$ cat src/rtl/pdm_clk_pkg.sv
// Shared definitions for the PDM microphone clock generator.
// FSM state encoding and the default half-period helper.
package pdm_clk_pkg;

  localparam logic [1:0] ST_IDLE = 2'd0;
  localparam logic [1:0] ST_HIGH = 2'd1;
  localparam logic [1:0] ST_LOW  = 2'd2;

  // clk cycles per m_clk half-period for a requested output frequency
  function automatic int unsigned def_half(input int unsigned in_freq,
                                           input int unsigned out_freq);
    return in_freq / (2 * out_freq);
  endfunction

endpackage

$ cat src/rtl/pdm_strobe_delay.sv
// Delays a single-cycle strobe by DELAY clk cycles; a plain wire when DELAY=0.
// Synchronous active-low reset drops any strobe still in flight.
module pdm_strobe_delay #(
  parameter int unsigned DELAY = 2
) (
  input  logic clk,
  input  logic rst,
  input  logic d,
  output logic q
);

  generate
    if (DELAY == 0) begin : g_wire
      logic w_unused_clk_rst;
      assign w_unused_clk_rst = clk ^ rst;
      assign q = d;
    end else begin : g_sr
      logic [DELAY-1:0] r_sr;
      logic [DELAY-1:0] w_sr_nxt;

      if (DELAY == 1) begin : g_one
        assign w_sr_nxt = d;
      end else begin : g_many
        assign w_sr_nxt = {r_sr[DELAY-2:0], d};
      end

      always_ff @(posedge clk) begin
        if (!rst) r_sr <= '0;
        else      r_sr <= w_sr_nxt;
      end

      assign q = r_sr[DELAY-1];
    end
  endgenerate

endmodule

$ cat src/rtl/pdm_clk_divider.sv
// Programmable PDM microphone clock: m_clk, edge strobes and delayed L/R sample strobes.
// Optional PDM_CLK_PERIOD_CNT_EN adds a free-running m_clk period counter output.
module pdm_clk_divider
  import pdm_clk_pkg::*;
#(
  parameter int unsigned INPUT_FREQ   = 100000000,
  parameter int unsigned OUTPUT_FREQ  = 2500000,
  parameter int unsigned DIV_W        = 8,
  parameter int unsigned SAMPLE_DELAY = 2
) (
  input  logic             clk,
  input  logic             rst,
  input  logic             en,
  input  logic [DIV_W-1:0] div_half,
  output logic             m_clk,
  output logic             m_clk_rising,
  output logic             m_clk_falling,
  output logic             sample_r,
  output logic             sample_l,
  output logic             busy
`ifdef PDM_CLK_PERIOD_CNT_EN
  ,
  output logic [31:0]      period_cnt
`endif
);

  localparam int unsigned      DEF_HALF   = def_half(INPUT_FREQ, OUTPUT_FREQ);
  localparam logic [DIV_W-1:0] DEF_HALF_W = DIV_W'(DEF_HALF);

  logic [1:0]       r_state;
  logic [DIV_W-1:0] r_cnt;
  logic [DIV_W-1:0] r_half;
  logic             r_m_clk;
  logic             r_rise;
  logic             r_fall;
  logic             r_busy;

  logic [1:0]       w_state_nxt;
  logic [DIV_W-1:0] w_cnt_nxt;
  logic [DIV_W-1:0] w_half_nxt;
  logic             w_m_clk_nxt;
  logic             w_rise_nxt;
  logic             w_fall_nxt;
  logic             w_busy_nxt;
  logic [DIV_W-1:0] w_half_sel;
  logic             w_last;

  assign w_half_sel = (div_half == '0) ? DEF_HALF_W : div_half;
  assign w_last     = (r_cnt == r_half - DIV_W'(1));

  // Next-state and registered-output decode; divider is only sampled at period start
  always_comb begin
    w_state_nxt = r_state;
    w_cnt_nxt   = r_cnt;
    w_half_nxt  = r_half;
    w_m_clk_nxt = 1'b0;
    w_rise_nxt  = 1'b0;
    w_fall_nxt  = 1'b0;
    case (r_state)
      ST_IDLE: begin
        if (en) begin
          w_state_nxt = ST_HIGH;
          w_cnt_nxt   = '0;
          w_half_nxt  = w_half_sel;
          w_m_clk_nxt = 1'b1;
          w_rise_nxt  = 1'b1;
        end
      end
      ST_HIGH: begin
        w_m_clk_nxt = 1'b1;
        if (w_last) begin
          w_state_nxt = ST_LOW;
          w_cnt_nxt   = '0;
          w_m_clk_nxt = 1'b0;
          w_fall_nxt  = 1'b1;
        end else begin
          w_cnt_nxt = r_cnt + DIV_W'(1);
        end
      end
      ST_LOW: begin
        if (w_last) begin
          w_cnt_nxt = '0;
          if (en) begin
            w_state_nxt = ST_HIGH;
            w_half_nxt  = w_half_sel;
            w_m_clk_nxt = 1'b1;
            w_rise_nxt  = 1'b1;
          end else begin
            w_state_nxt = ST_IDLE;
          end
        end else begin
          w_cnt_nxt = r_cnt + DIV_W'(1);
        end
      end
      default: begin
        w_state_nxt = ST_IDLE;
        w_cnt_nxt   = '0;
      end
    endcase
    w_busy_nxt = (w_state_nxt != ST_IDLE);
  end

  always_ff @(posedge clk) begin
    if (!rst) begin
      r_state <= ST_IDLE;
      r_cnt   <= '0;
      r_half  <= '0;
      r_m_clk <= 1'b0;
      r_rise  <= 1'b0;
      r_fall  <= 1'b0;
      r_busy  <= 1'b0;
    end else begin
      r_state <= w_state_nxt;
      r_cnt   <= w_cnt_nxt;
      r_half  <= w_half_nxt;
      r_m_clk <= w_m_clk_nxt;
      r_rise  <= w_rise_nxt;
      r_fall  <= w_fall_nxt;
      r_busy  <= w_busy_nxt;
    end
  end

  assign m_clk         = r_m_clk;
  assign m_clk_rising  = r_rise;
  assign m_clk_falling = r_fall;
  assign busy          = r_busy;

  pdm_strobe_delay #(.DELAY(SAMPLE_DELAY)) u_dly_r (
    .clk (clk),
    .rst (rst),
    .d   (r_rise),
    .q   (sample_r)
  );

  pdm_strobe_delay #(.DELAY(SAMPLE_DELAY)) u_dly_l (
    .clk (clk),
    .rst (rst),
    .d   (r_fall),
    .q   (sample_l)
  );

`ifdef PDM_CLK_PERIOD_CNT_EN
  // Counts rising edges; tracks the rising strobe so it reads N after the Nth edge
  logic [31:0] r_period_cnt;

  always_ff @(posedge clk) begin
    if (!rst)            r_period_cnt <= '0;
    else if (w_rise_nxt) r_period_cnt <= r_period_cnt + 32'(1);
  end

  assign period_cnt = r_period_cnt;
`endif

endmodule

$ cat config.mk
export PLATFORM = sky130hd
export DESIGN_NAME = pdm_clk_divider
export DESIGN_NICKNAME = d
export VERILOG_FILES = /design/src/rtl/pdm_clk_pkg.sv /design/src/rtl/pdm_strobe_delay.sv /design/src/rtl/pdm_clk_divider.sv
export SDC_FILE = /design/constraint.sdc
export NUM_CORES = 1
export LEC_CHECK = 0
export ABC_AREA = 1
export CAP_MARGIN = 15
export CORE_MARGIN = 5
export CORE_UTILIZATION = 55
export CTS_CLUSTER_SIZE = 40
export DETAILED_ROUTE_END_ITERATION = 7
export PLACE_DENSITY = 0.79
export SYNTH_ARGS = -nofsm -noshare
export SYNTH_HDL_FRONTEND = slang
export SYNTH_HIERARCHICAL = 1
export SYNTH_SLANG_ARGS = --single-unit
$ cat constraint.sdc
create_clock -name clk -period 2.42 [get_ports clk]
set_clock_uncertainty 0.2 [all_clocks]
set_input_delay 0.484 -clock clk [delete_from_list [all_inputs] [get_ports clk]]
set_output_delay 0.484 -clock clk [all_outputs]
set_load 0.1 [all_outputs]
==> results.md, run 1 <==
* Clk buf depth at 2
* Max Cap Violations at 0
* Critical path arrival at 2200 ps
* Gate Count Post-Synth at 225
* Sink Count at 26
* Fillers at 231
* Least-Margin Pin Slew at 514 ps
* Routed vias at 1350
* Port Buffers at 16
* Mapped Nets at 242
* First-pass GRT wire length at 5210 um
* Iteration-0 DRC Markers at 53
* Comb pwr share at 0.240
* Clock power frac at 0.297
* Status: complete, no violations
* Initial antenna violation count at 0
* TritonCTS clock tree: done
* FF+latch count, synth at 26
* Resized cells post-CTS at 0
* Skew-Pair Late Insertion Delay at 330 ps
* Number of H-tree levels at 1
* Critical Path RT at 2460 ps
* Routed wire length at 2990 um
* Post-route setup TNS at 0 ps
* Most frequent cells in the layout: nand2_1 (60), inv_1 (36), nor2_1 (26), dfxtp_1 (26), nand3_1 (22)
* DRT antenna net count at 0
* Internal Pwr Total at 0.703 mW
* Sw frac at 0.305
* Final setup vio count at 0
* Hold_buf cts at 0
* Most common cell after layout, fill and taps aside: nand2_1
* Root Buffer: clkbuf_4
* Router iterations before antenna repair at 4
* Power per cell area at 594 nW/um^2
* Crit path launch type: register
* RSZ-0062 raised after global routing: false
* Fin. Hold Viols at 0
* Synth cell types at 23
* TritonCTS buffer count at 3
* Avg Cell Area, Syn at 6.50 um^2
* Mapped cell area at 1460 um^2
* Crit. End Element: register
* Critical path fanouts, max at 17
* Sw Pwr at 0.308 mW
* DR WL/cell at 10.9 um
* Fin crit share at 0.892
* # DRC at 0
* Final net count at 262
* Yosys warning count at 6
* Die span in y at 61.6 um
* Clock-pin slew on the worst setup and hold paths at 140 ps
* Seq/Total Area, Yosys at 0.356
* Gpl congestion at 0.877
* Seq pwr share at 0.463
* # IOs at 17
* Vias in the first global route at 1226
* Final Max Tran Viols at 0
* Via-to-Cell Ratio at 4.93
* Min-delay worst type: reg -> reg
* Peak supply drop at 548 uV
* Share of layout cells above drive strength 1 at 0.0779
* FMAX at 0.463 GHz
* Grt total ovfl at 0
* Die Wd at 61.6 um
* Leakage power total at 0.875 nW
* Largest net degree at the start of global routing at 18
* Gr usage total at 0.183
* Hold slack at 228 ps
* Kind of critical path: reg -> reg
* Total die area at 3790 um^2
* N_diodes at 0
* HPWL after DPL at 2350 um
* Placeable Area at 2500 um^2
* Layout area overhead at 16.3%
* Starting Density at 0.585
* Setup bufs post-CTS at 0
* Relative slew slack at 0.656
* FP Rows at 18
* Crit path time final at 2160 ps
-- Yosys cell counts --
cell type  number  area (um^2)
nand2_4         1         11.3
clkbuf_1        1         3.75
dfxtp_1        26          521
a21boi_0        1         7.51
nand3b_1        1         7.51
o21ai_0         3         15.0
xnor2_1         1         8.76
nand2_2         1         6.26
buf_6           1         11.3
buf_2           1         5.00
a21oi_1        17         85.1
ha_1            6         75.1
buf_4           1         7.51
nand4_1         4         25.0
inv_1          36          135
nand3_1        22          110
nor2_2          2         12.5
xor2_1          7         61.3
nand2_1        60          225
nor2_1         26         97.6
clkinv_1        1         3.75
inv_2           2         7.51
nor3_1          4         20.0
-- routing by layer --
metal / global-route usage / wire length (um) / share of wire / vias up
met5: 0 / 0 / 0 / -
met4: 0.0606 / 37 / 0.012 / 0
met3: 0.0314 / 53 / 0.018 / 5
met2: 0.299 / 1370 / 0.46 / 12
met1: 0.243 / 1520 / 0.51 / 602
li1: - / - / - / 731
-- sequential cells by signal, summed over array words and instances (netlist names) --
name,cells
u_dly_l/g_sr.r_sr,2
r_half,8
busy,1
m_clk_falling,1
r_state,2
m_clk_rising,1
r_cnt,8
u_dly_r/g_sr.r_sr,2
m_clk,1
-- kinds of logic (layout without fill, tap and decap cells) --
logic type / after synthesis / count (layout) / synth area share
and+or+nand+nor: 121 / 121 / 0.352
adders and majority gates: 6 / 6 / 0.0513
buffers and inverters: 43 / 62 / 0.119
xor gates and xnor gates: 8 / 8 / 0.0479
DFF: 26 / 26 / 0.356
AOI/OAI and AO/OA: 21 / 21 / 0.0736
-- area by class of cell --
class	count	area, um^2	share of cell area
Tap cell	30	37.5	0.0221
Timing Repair Buffer	19	168	0.0985
Multi-Input combinational cell	156	777	0.457
Clock buffer	3	22.5	0.0132
Clock inverter	1	30.0	0.0176
Sequential cell	26	520	0.306
Inverter	39	146	0.0860
-- power by group through the flow --
stage	clock, mW	sequential, mW	combinational, mW
finish	0.301	0.468	0.242
global route	0.330	0.472	0.274
CTS	0.307	0.468	0.242
detailed placement	0	0.478	0.241
global placement	0	0.477	0.238
floorplan	0	0.514	0.141
-- critical path, stage by stage, from the launching register on --
cell and delay, ps:
dfxtp_1 390, inv_2 70, ha_1 300, nand2_1 70, inv_1 30, nor2_1 70
nand2_1 50, nor2_1 90, nand3_1 80, nor2_2 120, nand2_2 220, nand2_8 180
nand2_1 60, nand3_1 80, nand2_1 50
-- final timing paths --
path	startpoint	endpoint	slack, ps	depth (start not counted)
worst max-delay path	r_half[0]	busy	260	14
worst min-delay path	u_dly_l/g_sr.r_sr[0]	u_dly_l/g_sr.r_sr[1]	230	2
worst max register to register	r_half[0]	busy	260	14
worst min register to register	u_dly_l/g_sr.r_sr[0]	u_dly_l/g_sr.r_sr[1]	230	2
-- per-stage QoR --
step	util	power (mW)	setup slack [ps]	instances	area (um^2)
global placement	0.656	0.715	309	270	1640
floorplan	-	0.655	463	225	1460
CTS	0.677	1.02	229	274	1690
finish	0.681	1.01	261	274	1700
detailed placement	0.656	0.718	245	270	1640
global route	0.681	1.08	1.76	274	1700
(Power assumes the default switching activity.)
==> run 2, diff against run 1 <==
CORE_ASPECT_RATIO = 0.5   (was default)
==> results.md, run 2 (synthesis results as in run 1) <==
* Most common cell after layout, fill and taps aside: nand2_1
* Fin. Hold Viols at 0 (unchanged)
* Power per cell area at 619 nW/um^2 (+4.1%)
* WP buf/inv at 2 (unchanged)
* Crit. End Element: register
* Resized cells post-CTS at 0 (unchanged)
* Slowest CP cell: dfxtp_1
* Comb pwr share at 0.233 (-0.007)
* TritonCTS buffer count at 3 (unchanged)
* FP Rows at 13 (-5)
* Number of H-tree levels at 1 (unchanged)
* Critical path fanouts, max at 13 (-4)
* Relative slew slack at 0.625 (-0.0308)
* Gr usage total at 0.172 (-0.0106)
* RSZ-0062 raised after global routing: false
* Status: complete, no violations
* Gpl congestion at 0.875 (-0.26%)
* Crit-path cells: inv_2 > ha_1 > nand2_1 > inv_1 > nor2_1 > nand2_1 > nor2_1 > nand3_1 > nor2_2 > nand2_4 > nand2_1 > nand2_1 > nand2_1 > nand2_1 > nand2_1
* N_diodes at 0 (unchanged)
* Hold path depth at 2 (unchanged)
* R2r worst-path depth at 15 (+1)
* Sw Pwr at 0.316 mW (+2.6%)
* Final setup vio count at 0 (unchanged)
* DRT antenna net count at 0 (unchanged)
* Clock power frac at 0.331 (+0.034)
* Layout area overhead at 18.6%
* Crit-path max cell delay at 370 ps (-20 ps)
* Die Wd at 82.9 um (+35%)
* Least-Margin Pin Slew at 560 ps (+46.0 ps)
* Fin crit share at 0.899 (+0.00639)
* Crit path time final at 2170 ps (+15.5 ps)
* Share of layout cells above drive strength 1 at 0.0779 (unchanged)
* Crit-path most repeated cell: nand2_1
* HPWL after DPL at 2420 um (+3.1%)
* Leakage power total at 0.896 nW (+2.5%)
* Sink Count at 26 (unchanged)
* # DRC at 0 (unchanged)
* Placeable Area at 2570 um^2 (+2.8%)
* Min-delay worst type: reg -> reg
* Largest registers: r_cnt: 8 flops, r_half: 8 flops
* Initial antenna violation count at 0 (unchanged)
* Critical Path RT at 2440 ps (-20 ps)
* Port Buffers at 16 (unchanged)
* Clk buf depth at 2 (unchanged)
* Starting Density at 0.569 (-0.0160)
* Crit path launch type: register
* Hold_buf cts at 0 (unchanged)
* Final Max Tran Viols at 0 (unchanged)
* Hold slack at 219 ps (-9.39 ps)
* Sw frac at 0.295 (-0.00997)
* Clock-pin slew on the worst setup and hold paths at 90 ps (-50 ps)
* Seq pwr share at 0.437 (-0.026)
* Worst path top cell family by delay: simple AND/OR/NAND/NOR gates
* Router iterations before antenna repair at 4 (unchanged)
* FMAX at 0.460 GHz (-0.71%)
* Routed vias at 1412 (+4.6%)
* DR WL/cell at 11.2 um (+2.4%)
* First-pass GRT wire length at 5300 um (+1.7%)
* Peak supply drop at 410 uV (-25%)
* TritonCTS clock tree: done
* Grt total ovfl at 0 (unchanged)
* Via-to-Cell Ratio at 5.02 (+2.0%)
* Total die area at 3850 um^2 (+1.6%)
* Die span in y at 46.5 um (-25%)
* CP Depth at 15 (+1)
* Skew-Pair Late Insertion Delay at 270 ps (-60 ps)
* Max Cap Violations at 0 (unchanged)
* Kind of critical path: reg -> reg
* Internal Pwr Total at 0.757 mW (+7.6%)
* Most frequent cells in the layout: nand2_1 (60), inv_1 (36), nor2_1 (26), dfxtp_1 (26), nand3_1 (22)
* Largest net degree at the start of global routing at 18 (unchanged)
* Iteration-0 DRC Markers at 51 (-3.8%)
* # IOs at 17 (unchanged)
* Root Buffer: clkbuf_8
* Vias in the first global route at 1238 (+0.98%)
* Critical path arrival at 2190 ps (about the same)
* Final net count at 262 (unchanged)
* Post-route setup TNS at 0 ps (unchanged)
* Setup bufs post-CTS at 0 (unchanged)
* Routed wire length at 3130 um (+5.0%)
==> run 2: cell types whose count changed in the layout (fill, tap and decap cells not counted) <==
cell      previous run  this run
clkbuf_4             3         0
clkbuf_8             0         3
nand2_4              0         1
nand2_2              1         0
==> run 2: per-stage QoR <==
step           instances  setup slack [ps]  utilization  total power, mW  area (um^2)
3_3_place_gp         277               280        0.642            0.716         1650
5_1_grt              281              65.2        0.675             1.13         1730
2_1_floorplan        225               463            -            0.655         1460
6_report             281               246        0.675             1.07         1730
4_1_cts              281               190        0.669             1.08         1720
3_5_place_dp         277               195        0.642            0.723         1650
==> run 2: worst min-delay path: stages (launching register included) <==
cell,delay (ps)
dfxtp_1,320
nand2_1,40
inv_1,40
==> run 2: final cells by class <==
| class | count | area [um^2] |
|---|---|---|
| clock buffers | 3 | 41.3 |
| clock inverters | 1 | 30.0 |
| fillers | 245 | 836 |
| inverters | 39 | 146 |
| multi-input cells | 156 | 782 |
| flip-flops and latches | 26 | 520 |
| well taps | 37 | 46.3 |
| repair buffers | 19 | 168 |
==> run 2: routing by layer <==
layer  wire length (um)  global-route usage
met5                  0                   0
met1               1540               0.230
met3                191              0.0375
met4                 36              0.0358
met2               1360               0.293
==> run 2: power by group through the flow <==
stage / logic, mW / clock network, mW / registers [mW]
final: 0.249 / 0.355 / 0.468
after global routing: 0.280 / 0.380 / 0.471
after CTS: 0.246 / 0.362 / 0.468
after detailed placement: 0.245 / 0 / 0.478
after global placement: 0.238 / 0 / 0.478
after floorplan: 0.141 / 0 / 0.514
==> run 2: worst paths after layout <==
path / start / end / slack, ps
worst max-delay path: r_half[0] / busy / 250
worst min-delay path: u_dly_r/g_sr.r_sr[0] / u_dly_r/g_sr.r_sr[1] / 220
worst max register to register: r_half[0] / busy / 250
worst min register to register: u_dly_r/g_sr.r_sr[0] / u_dly_r/g_sr.r_sr[1] / 220
==> run 3, diff against run 2 <==
ABC_CLOCK_PERIOD_IN_PS = 2420   (was default)
CTS_CLUSTER_SIZE = 24   (was 40)
==> results of run 3 <==
No change in the layout: final DEF, timing and power equal those of run 2.
